`config.mk`:
```
export PLATFORM = sky130hd
export DESIGN_NAME = sr_drive_ctrl
export DESIGN_NICKNAME = d
export VERILOG_FILES = /design/src/rtl/sr_drive_pkg.sv /design/src/rtl/sr_req_filter.sv /design/src/rtl/sr_drive_ctrl.sv
export SDC_FILE = /design/constraint.sdc
export NUM_CORES = 1
export LEC_CHECK = 0
export CORE_UTILIZATION = 61
export DETAILED_ROUTE_END_ITERATION = 16
export DONT_BUFFER_PORTS = 1
export PLACE_DENSITY = 0.82
export SLEW_MARGIN = 5
export SYNTH_ARGS = -nofsm -noshare
export SYNTH_HDL_FRONTEND = slang
export SYNTH_HIERARCHICAL = 1
export SYNTH_SLANG_ARGS = --single-unit
```
`constraint.sdc`:
```
create_clock -name clk -period 2.15 [get_ports clk]
set_input_delay 0.43 -clock clk [delete_from_list [all_inputs] [get_ports clk]]
set_output_delay 0.43 -clock clk [all_outputs]
set_load 0.02 [all_outputs]
```
`src/rtl/sr_drive_pkg.sv`:
```
// Shared types and constants for the SR latch drive controller.
// FSM state encoding and the error codes reported on err_code.
package sr_drive_pkg;

    typedef enum logic [1:0] {
        IDLE   = 2'd0,
        DRIVE  = 2'd1,
        SETTLE = 2'd2
    } state_t;

    localparam logic [1:0] ERR_NONE     = 2'd0;
    localparam logic [1:0] ERR_MISMATCH = 2'd1;
    localparam logic [1:0] ERR_CONFLICT = 2'd2;
    localparam logic [1:0] ERR_OVERFLOW = 2'd3;

endpackage

```
`src/rtl/sr_req_filter.sv`:
```
// Request conditioner: 2-FF synchronizer, debounce, rising-edge event.
// evt is a registered one-cycle pulse on each debounced rising edge.
module sr_req_filter #(
    parameter int unsigned DEB_CYCLES = 4
) (
    input  logic clk,
    input  logic rst,
    input  logic req,
    output logic evt
);

    localparam int unsigned CW = $clog2(DEB_CYCLES + 1);
    // The level flips on the count that would take cnt to DEB_CYCLES.
    localparam logic [CW-1:0] CNT_LAST = CW'(DEB_CYCLES - 1);

    logic          sync1;
    logic          sync2;
    logic          level;
    logic [CW-1:0] cnt;

    // Two-stage synchronizer for the raw asynchronous request.
    always_ff @(posedge clk or negedge rst) begin
        if (!rst) begin
            sync1 <= 1'b0;
            sync2 <= 1'b0;
        end else begin
            sync1 <= req;
            sync2 <= sync1;
        end
    end

    // Count consecutive samples disagreeing with the level; flip when stable.
    always_ff @(posedge clk or negedge rst) begin
        if (!rst) begin
            cnt   <= '0;
            level <= 1'b0;
            evt   <= 1'b0;
        end else begin
            evt <= 1'b0;
            if (sync2 == level) begin
                cnt <= '0;
            end else if (cnt == CNT_LAST) begin
                cnt   <= '0;
                level <= sync2;
                evt   <= sync2;
            end else begin
                cnt <= cnt + 1'b1;
            end
        end
    end

endmodule

```
`src/rtl/sr_drive_ctrl.sv`:
```
// Command front-end for a dataflow SR latch: filtered requests become
// exclusive registered set/rst pulses, followed by a Q readback check.
module sr_drive_ctrl
    import sr_drive_pkg::*;
#(
    parameter int unsigned DEB_CYCLES = 4,
    parameter int unsigned PULSE_W    = 2,
    parameter int unsigned CHK_DLY    = 2
) (
    input  logic       clk,
    input  logic       rst,
    input  logic       set_req,
    input  logic       clr_req,
    input  logic       err_clr,
    input  logic       q_fb,
    output logic       s_out,
    output logic       r_out,
    output logic       q_exp,
    output logic       busy,
    output logic       err,
    output logic [1:0] err_code
);

    localparam logic [3:0] PW_LAST = 4'(PULSE_W - 1);
    localparam logic [3:0] CD_LAST = 4'(CHK_DLY - 1);

    logic       set_evt;
    logic       clr_evt;
    logic       set_pend;
    logic       clr_pend;
    state_t     state;
    logic [3:0] cnt;
    logic       idle;
    logic       set_take;
    logic       clr_take;
    logic       conflict;
    logic       overflow;
    logic       mismatch;
    logic       new_err;
    logic [1:0] new_code;

    sr_req_filter #(.DEB_CYCLES(DEB_CYCLES)) u_set_filter (
        .clk (clk),
        .rst (rst),
        .req (set_req),
        .evt (set_evt)
    );

    sr_req_filter #(.DEB_CYCLES(DEB_CYCLES)) u_clr_filter (
        .clk (clk),
        .rst (rst),
        .req (clr_req),
        .evt (clr_evt)
    );

    // A set pend seen in IDLE is always taken: executed, or discarded
    // when a clear wins the same cycle.
    assign idle     = (state == IDLE);
    assign clr_take = idle && clr_pend;
    assign set_take = idle && set_pend;
    assign conflict = idle && clr_pend && set_pend;
    assign overflow = (set_evt && set_pend && !set_take)
                   || (clr_evt && clr_pend && !clr_take);
    assign mismatch = (state == SETTLE) && (cnt == CD_LAST)
                   && (q_fb != q_exp);
    assign new_err  = mismatch || conflict || overflow;

    // Fixed priority when several errors coincide.
    always_comb begin
        new_code = ERR_NONE;
        if (mismatch)      new_code = ERR_MISMATCH;
        else if (conflict) new_code = ERR_CONFLICT;
        else if (overflow) new_code = ERR_OVERFLOW;
    end

    // One-deep pending flags; a same-cycle take and event keeps the new one.
    always_ff @(posedge clk or negedge rst) begin
        if (!rst) begin
            set_pend <= 1'b0;
            clr_pend <= 1'b0;
        end else begin
            set_pend <= set_evt || (set_pend && !set_take);
            clr_pend <= clr_evt || (clr_pend && !clr_take);
        end
    end

    // Command FSM with registered drive, busy and expected-state outputs.
    always_ff @(posedge clk or negedge rst) begin
        if (!rst) begin
            state <= IDLE;
            cnt   <= '0;
            s_out <= 1'b0;
            r_out <= 1'b0;
            q_exp <= 1'b0;
            busy  <= 1'b0;
        end else begin
            unique case (state)
                IDLE: begin
                    cnt <= '0;
                    if (clr_pend) begin
                        state <= DRIVE;
                        r_out <= 1'b1;
                        q_exp <= 1'b0;
                        busy  <= 1'b1;
                    end else if (set_pend) begin
                        state <= DRIVE;
                        s_out <= 1'b1;
                        q_exp <= 1'b1;
                        busy  <= 1'b1;
                    end
                end
                DRIVE: begin
                    if (cnt == PW_LAST) begin
                        state <= SETTLE;
                        cnt   <= '0;
                        s_out <= 1'b0;
                        r_out <= 1'b0;
                    end else begin
                        cnt <= cnt + 1'b1;
                    end
                end
                SETTLE: begin
                    if (cnt == CD_LAST) begin
                        state <= IDLE;
                        cnt   <= '0;
                        busy  <= 1'b0;
                    end else begin
                        cnt <= cnt + 1'b1;
                    end
                end
                default: begin
                    state <= IDLE;
                    cnt   <= '0;
                    s_out <= 1'b0;
                    r_out <= 1'b0;
                    busy  <= 1'b0;
                end
            endcase
        end
    end

    // Sticky first-error capture; a new error beats a same-cycle clear.
    always_ff @(posedge clk or negedge rst) begin
        if (!rst) begin
            err      <= 1'b0;
            err_code <= ERR_NONE;
        end else if (new_err && (!err || err_clr)) begin
            err      <= 1'b1;
            err_code <= new_code;
        end else if (err_clr) begin
            err      <= 1'b0;
            err_code <= ERR_NONE;
        end
    end

endmodule

```
## After elaboration in Yosys (flattened, before gate mapping)

Cells that the tools add are included.

- Flip-flop bits (word level): 29
- Input bits: 6
- Output and inout bits: 7
- Word-level logic and storage cells: 104

- $add $sub $neg: 3
- Equality and inequality tests: 14
- Multiplexer cells: 31
- Bitwise gates (word level): 4
- Reduce and logical (&&, ||, !) cells: 32

Operators with widths:

| operator | number |
|---|---|
| $mux W2 | 9 |
| $logic_and A1 B1 Y1 | 12 |
| $mux W1 | 12 |
| $mux W3 | 4 |
| $pmux W1 S3 | 3 |
| $reduce_and A3 Y1 | 3 |
| $mux W4 | 2 |
| $ne A2 B2 Y1 const B | 4 |
| $add A3 B1 Y3 const B | 2 |
| $eq A3 B2 Y1 const B | 2 |
| $logic_or A1 B1 Y1 | 6 |
| $pmux W2 S3 | 1 |
| $reduce_and A2 Y1 | 3 |
| $add A4 B1 Y4 const B | 1 |
| $eq A4 B1 Y1 const B | 1 |
| $not A1 Y1 | 4 |
| $reduce_and A4 Y1 | 1 |
| $reduce_bool A2 Y1 | 2 |
| $logic_not A1 Y1 | 3 |
| $ne A3 B3 Y1 const B | 1 |
| $eq A1 B1 Y1 | 2 |
| $eq A2 B1 Y1 const B | 1 |
| $eq A2 B2 Y1 const B | 1 |
| $logic_not A2 Y1 | 1 |
| other kinds (3) | 3 |

## Longest topological paths before layout

- Word-level depth: 9
- Depth in mapped cells: 6

## Modules after synthesis

Netlist, hierarchy kept.

By module, submodules not included:

| module | times used | cells an instance | area an instance (sq um) |
|---|---|---|---|
| sr_drive_ctrl | 1 | 73 | 854.6 |
| sr_req_filter | 2 | 15 | 256.5 |

## Worst setup path after synthesis

Ideal clock, no wire load.

- Path type: register to register
- Start: register state[0]
- End: register err_code[0]
- Data arrival time: 1,607 ps
- Data required time: 2,056 ps
- Slack: 449 ps
- Cell stages (with the launch flop): 7
- Buffers on the path: 1
- Clock period less this slack: 1,701 ps
- Cell sequence: dfrtp_1 inv_1 ha_1 buf_6 mux2_4 a311o_1 a211oi_1

- Cells in the longest elaborated chain, start to end: 9
- Elaborated cells on any way between the ends: 20
- Classes of those cells: 1 x eq/ne; 4 x mux; 15 x reduce/logical

Ends and longest elaborated chain:

| item | RTL line | source |
|---|---|---|
| from (decl) | sr_drive_ctrl.sv:31 | `state_t state;` |
| from (signal assigned) | sr_drive_ctrl.sv:90 | `state <= IDLE;` |
| from (signal assigned) | sr_drive_ctrl.sv:101 | `state <= DRIVE;` |
| from (signal assigned) | sr_drive_ctrl.sv:106 | `state <= DRIVE;` |
| $logic_not A2 Y1 (*) | sr_drive_ctrl.sv:58 | `assign idle = (state == IDLE);` |
| net idle | sr_drive_ctrl.sv:33 | `logic idle;` |
| $logic_and A1 B1 Y1 (on tied branches) | sr_drive_ctrl.sv:60, sr_drive_ctrl.sv:59, sr_drive_ctrl.sv:61 |  |
| $logic_not A1 Y1 (on tied branches) | sr_drive_ctrl.sv:62, sr_drive_ctrl.sv:63 |  |
| $logic_and A1 B1 Y1 (on tied branches) | sr_drive_ctrl.sv:62, sr_drive_ctrl.sv:63 |  |
| $logic_or A1 B1 Y1 | sr_drive_ctrl.sv:63 | `\|\| (clr_evt && clr_pend && !clr_take);` |
| $mux W2 | sr_drive_ctrl.sv:73 | `else if (overflow) new_code = ERR_OVERFLOW;` |
| $mux W2 | sr_drive_ctrl.sv:72 | `else if (conflict) new_code = ERR_CONFLICT;` |
| $mux W2 | sr_drive_ctrl.sv:71 | `if (mismatch) new_code = ERR_MISMATCH;` |
| $mux W2 | sr_drive_ctrl.sv:147 | `end else if (new_err && (!err \|\| err_clr)) begin` |
| to (signal assigned) | sr_drive_ctrl.sv:149 | `err_code <= new_code;` |
| to (decl) | sr_drive_ctrl.sv:21 | `output logic [1:0] err_code` |

The timed path passes the listed nets; every way through them passes the cells marked *.
A chain may end at the register's enable or synchronous reset.

## Final worst setup path

Same ends and word-level chain as after synthesis.

==> metrics.md <==
| Metric | Value |
|---|---|
| Status | finished clean |
| Tmin final | 1.81 ns |
| Register bit total from synthesis | 29 |
| WP data required | 2.40 ns |
| Synth top area cells | dfrtp_1 53%, ha_1 8.2%, mux2_4 3.3% |
| Initial drt markers | 17 |
| Htree depth | 2 |
| Layout Cells excl Fill | 140 |
| Die area | approximately 2400 sq um |
| Total setup buffers inserted after CTS | 0 |
| Pwr/cell area | 1260 nW/um^2 |
| Total Wirelength | 2240 um |
| Std cell rows | 16 |
| Worst EP arrival | between 2 and 2.5 ns |
| Most common cell in the netlist | dfrtp_1 |
| Top cell type's share of synthesized area | 53.1% |
| Syn avg cell area | 13.3 sq um |
| Max Root-Sink Buffers | 2 |
| Number of port buffers | 0 |
| Post-synthesis async set-or-reset flop share | 100% |
| Nets | approximately 130 |
| Grt ovf | 0 |
| CTS Root Cell | clkbuf_4 |
| Total number of vias | 823 |
| PostCTS Resize Cnt | 0 |
| Crit path kind | reg2reg |
| Core area | 2040 sq um |
| # fillers | 158 |
| Placer congestion estimate | 0.804 |
| Clock sinks | 29 |
| Clk pwr share | 16.8% |
| Combinational power share | between 30% and 40% |
| Slowest CP cell | dfrtp_1 |
| Placed Area | ~1400 sq um |
| Worst slew margin | ~74% |
| Reg power frac | 46.1% |
| Hold Buf Count CTS | 2 |
| Post-DR wirelength/cell | approximately 16 um |
| Layout cells sized above 1 | about a quarter |
| DP HPWL | approximately 1600 um |
| Setup_tns | 0 ns |
| Switching portion of total power | a little under two fifths |
| Worst hold path class | in2reg |
| Post-synth EDFFs | 0 |
| Clk_lat worst skew | between 0.3 and 0.4 ns |
| Post-DRT Antenna Nets | 0 |
| Pleak | roughly 0.70 nW |
| # IOs | 13 |
| First-pass GRT wire length | 3960 um |
| Layout Skew | 0.0132 ns |
| Vias in the first global route | 863 |
| P_sw | between 0.0006 and 0.0007 W |
| Int Pwr | ~0.0012 W |
| DP Worst Slack | around 0.36 ns |
| Dominant synthesized flop cell | dfrtp_1 |
| Worst-path fanout max | 4 |
| Tot GR Track Use | approximately 23% |
| Area leader, netlist | dfrtp_1 |
| Post-Syn Area | ~1400 sq um |
| Synth warn | 6 |
| Residual DRC | 0 |
| RSZ-0062 raised after global routing | no |
| Design area | around 1500 sq um |
| Share of the clock period used by the worst path | a little over four fifths |
| Worst-path cell chain | inv_1 -> ha_1 -> mux2_4 -> a311o_1 -> a211oi_1 |
| Worst setup EP type | flip-flop |
| Finished Core Util | 72.4% |
| Vias/cell | between 5 and 6 |
| CP Launch Type | flip-flop |
| Register area share after synthesis | a little over half |
| Critical path buffers and inverters | 1 |
| Setup ws final | between 0.3 and 0.4 ns |
| Syn_nets | around 120 |
| Fmax | about 0.55 GHz |
| Largest net degree at the start of global routing | 30 |
| Synth unique cells | 37 |
| Initial Utilization | around two thirds |
| Max-Cap Viols | 0 |
| Syn-to-layout area delta | 8.14% |
| Cells after Synth | between 100 and 150 |
| Initial antenna violation count | 0 |
| Crit-path leading delay family | compound AO/OA/AOI/OAI gates |
| Worst path max stage delay | around 0.43 ns |
| CTS tree | built |
| Max Slew Vio Count | 0 |
| Post-synth top cells | 29 x dfrtp_1, 9 x ha_1, 6 x inv_1 |
| Chip width | 49.4 um |
| Drt pass-1 iters | 4 |
| CTS buffer count | 5 |
| Inst Count DP | 130 |
| Clock-pin transition on the worst setup and hold timing paths | 0.10 ns |
| Final Setup Violations | 0 |
| Slew of the pin with the lowest slew margin | 0.388 ns |
| Die Y | about 49 um |
| Worst VDD drop | roughly 0.74 mV |
| Inserted Diodes | 0 |
| Final Hold Fails | 0 |
==> state kept, by name (all words and copies together) (netlist names), 2 cells and up <==
name,count
u_clr_filter/cnt,3
u_set_filter/cnt,3
err_code,2
state,2
cnt,4
==> final timing paths <==
kind	from	slack, ns	depth (start not counted)	endpoint
min in group asynchronous	rst	0.51	2	q_exp$_DFFE_PN0P_
min	clr_req	0.12	0	u_clr_filter/sync1$_DFF_PN0_
min reg2reg	u_set_filter/sync1$_DFF_PN0_	0.36	0	u_set_filter/sync2$_DFF_PN0_
max	state[0]$_DFFE_PN0P_	0.34	5	err_code[0]$_DFFE_PN0P_
max in group asynchronous	rst	1.47	2	u_clr_filter/sync2$_DFF_PN0_
max reg2reg	state[0]$_DFFE_PN0P_	0.34	5	err_code[0]$_DFFE_PN0P_
==> placed cells by master (no fill, tap or decap), types with 3 or more instances in the layout <==
master     n
dfrtp_1   29
ha_1       9
inv_1      6
nor2_1     5
clkbuf_4   5
xnor2_1    4
nand3_1    3
mux2_4     3
a21oi_1    3
==> routing by layer <==
layer / up-vias / track usage, % / share of wire, %
li1: 389 / - / -
met1: 400 / 25.9 / 42
met2: 26 / 36.3 / 49
met3: 8 / 10.3 / 5.5
met4: 0 / 12.7 / 2.8
met5: - / 0 / 0
==> power groups by stage <==
stage               Clock (W)  Combinational [W]  Sequential (W)
detailed placement          0           0.000673        0.000869
floorplan                   0           0.000566        0.000837
finish               0.000311           0.000688        0.000856
global route         0.000348           0.000758        0.000879
CTS                  0.000329           0.000695        0.000857
global placement            0           0.000635        0.000858
==> through the flow <==
stage | hold WS (ns) | total power, W
after global placement | 0.135 | 0.00149
after CTS | 0.101 | 0.00188
after floorplan | 0.134 | 0.00140
after global routing | 0.0949 | 0.00198
final | 0.120 | 0.00186
after detailed placement | 0.135 | 0.00154
==> layout make-up <==
| type | count | area, sq um | share of cell area (%) |
|---|---|---|---|
| inverters | 6 | 22.5 | 1.52 |
| clock buffers | 6 | 41.3 | 2.79 |
| repair buffers | 3 | 37.5 | 2.54 |
| clock inverters | 2 | 10.0 | 0.677 |
| multi-input cells | 67 | 608 | 41.1 |
| flip-flops and latches | 29 | 726 | 49.1 |
| well taps | 27 | 33.8 | 2.28 |
==> cells by family after synthesis <==
family                   Yosys count  synth area share, %
flip-flops                        29                 53.1
adder cells (fa/ha/maj)            9                 8.23
AND/OR/NAND/NOR                   29                 15.6
AO/OA/AOI/OAI                     18                 11.7
XOR/XNOR                           5                 3.20
multiplexers                       6                 5.76
buffers and inverters              7                 2.47
Note: power is estimated with default switching activity, not from simulation.
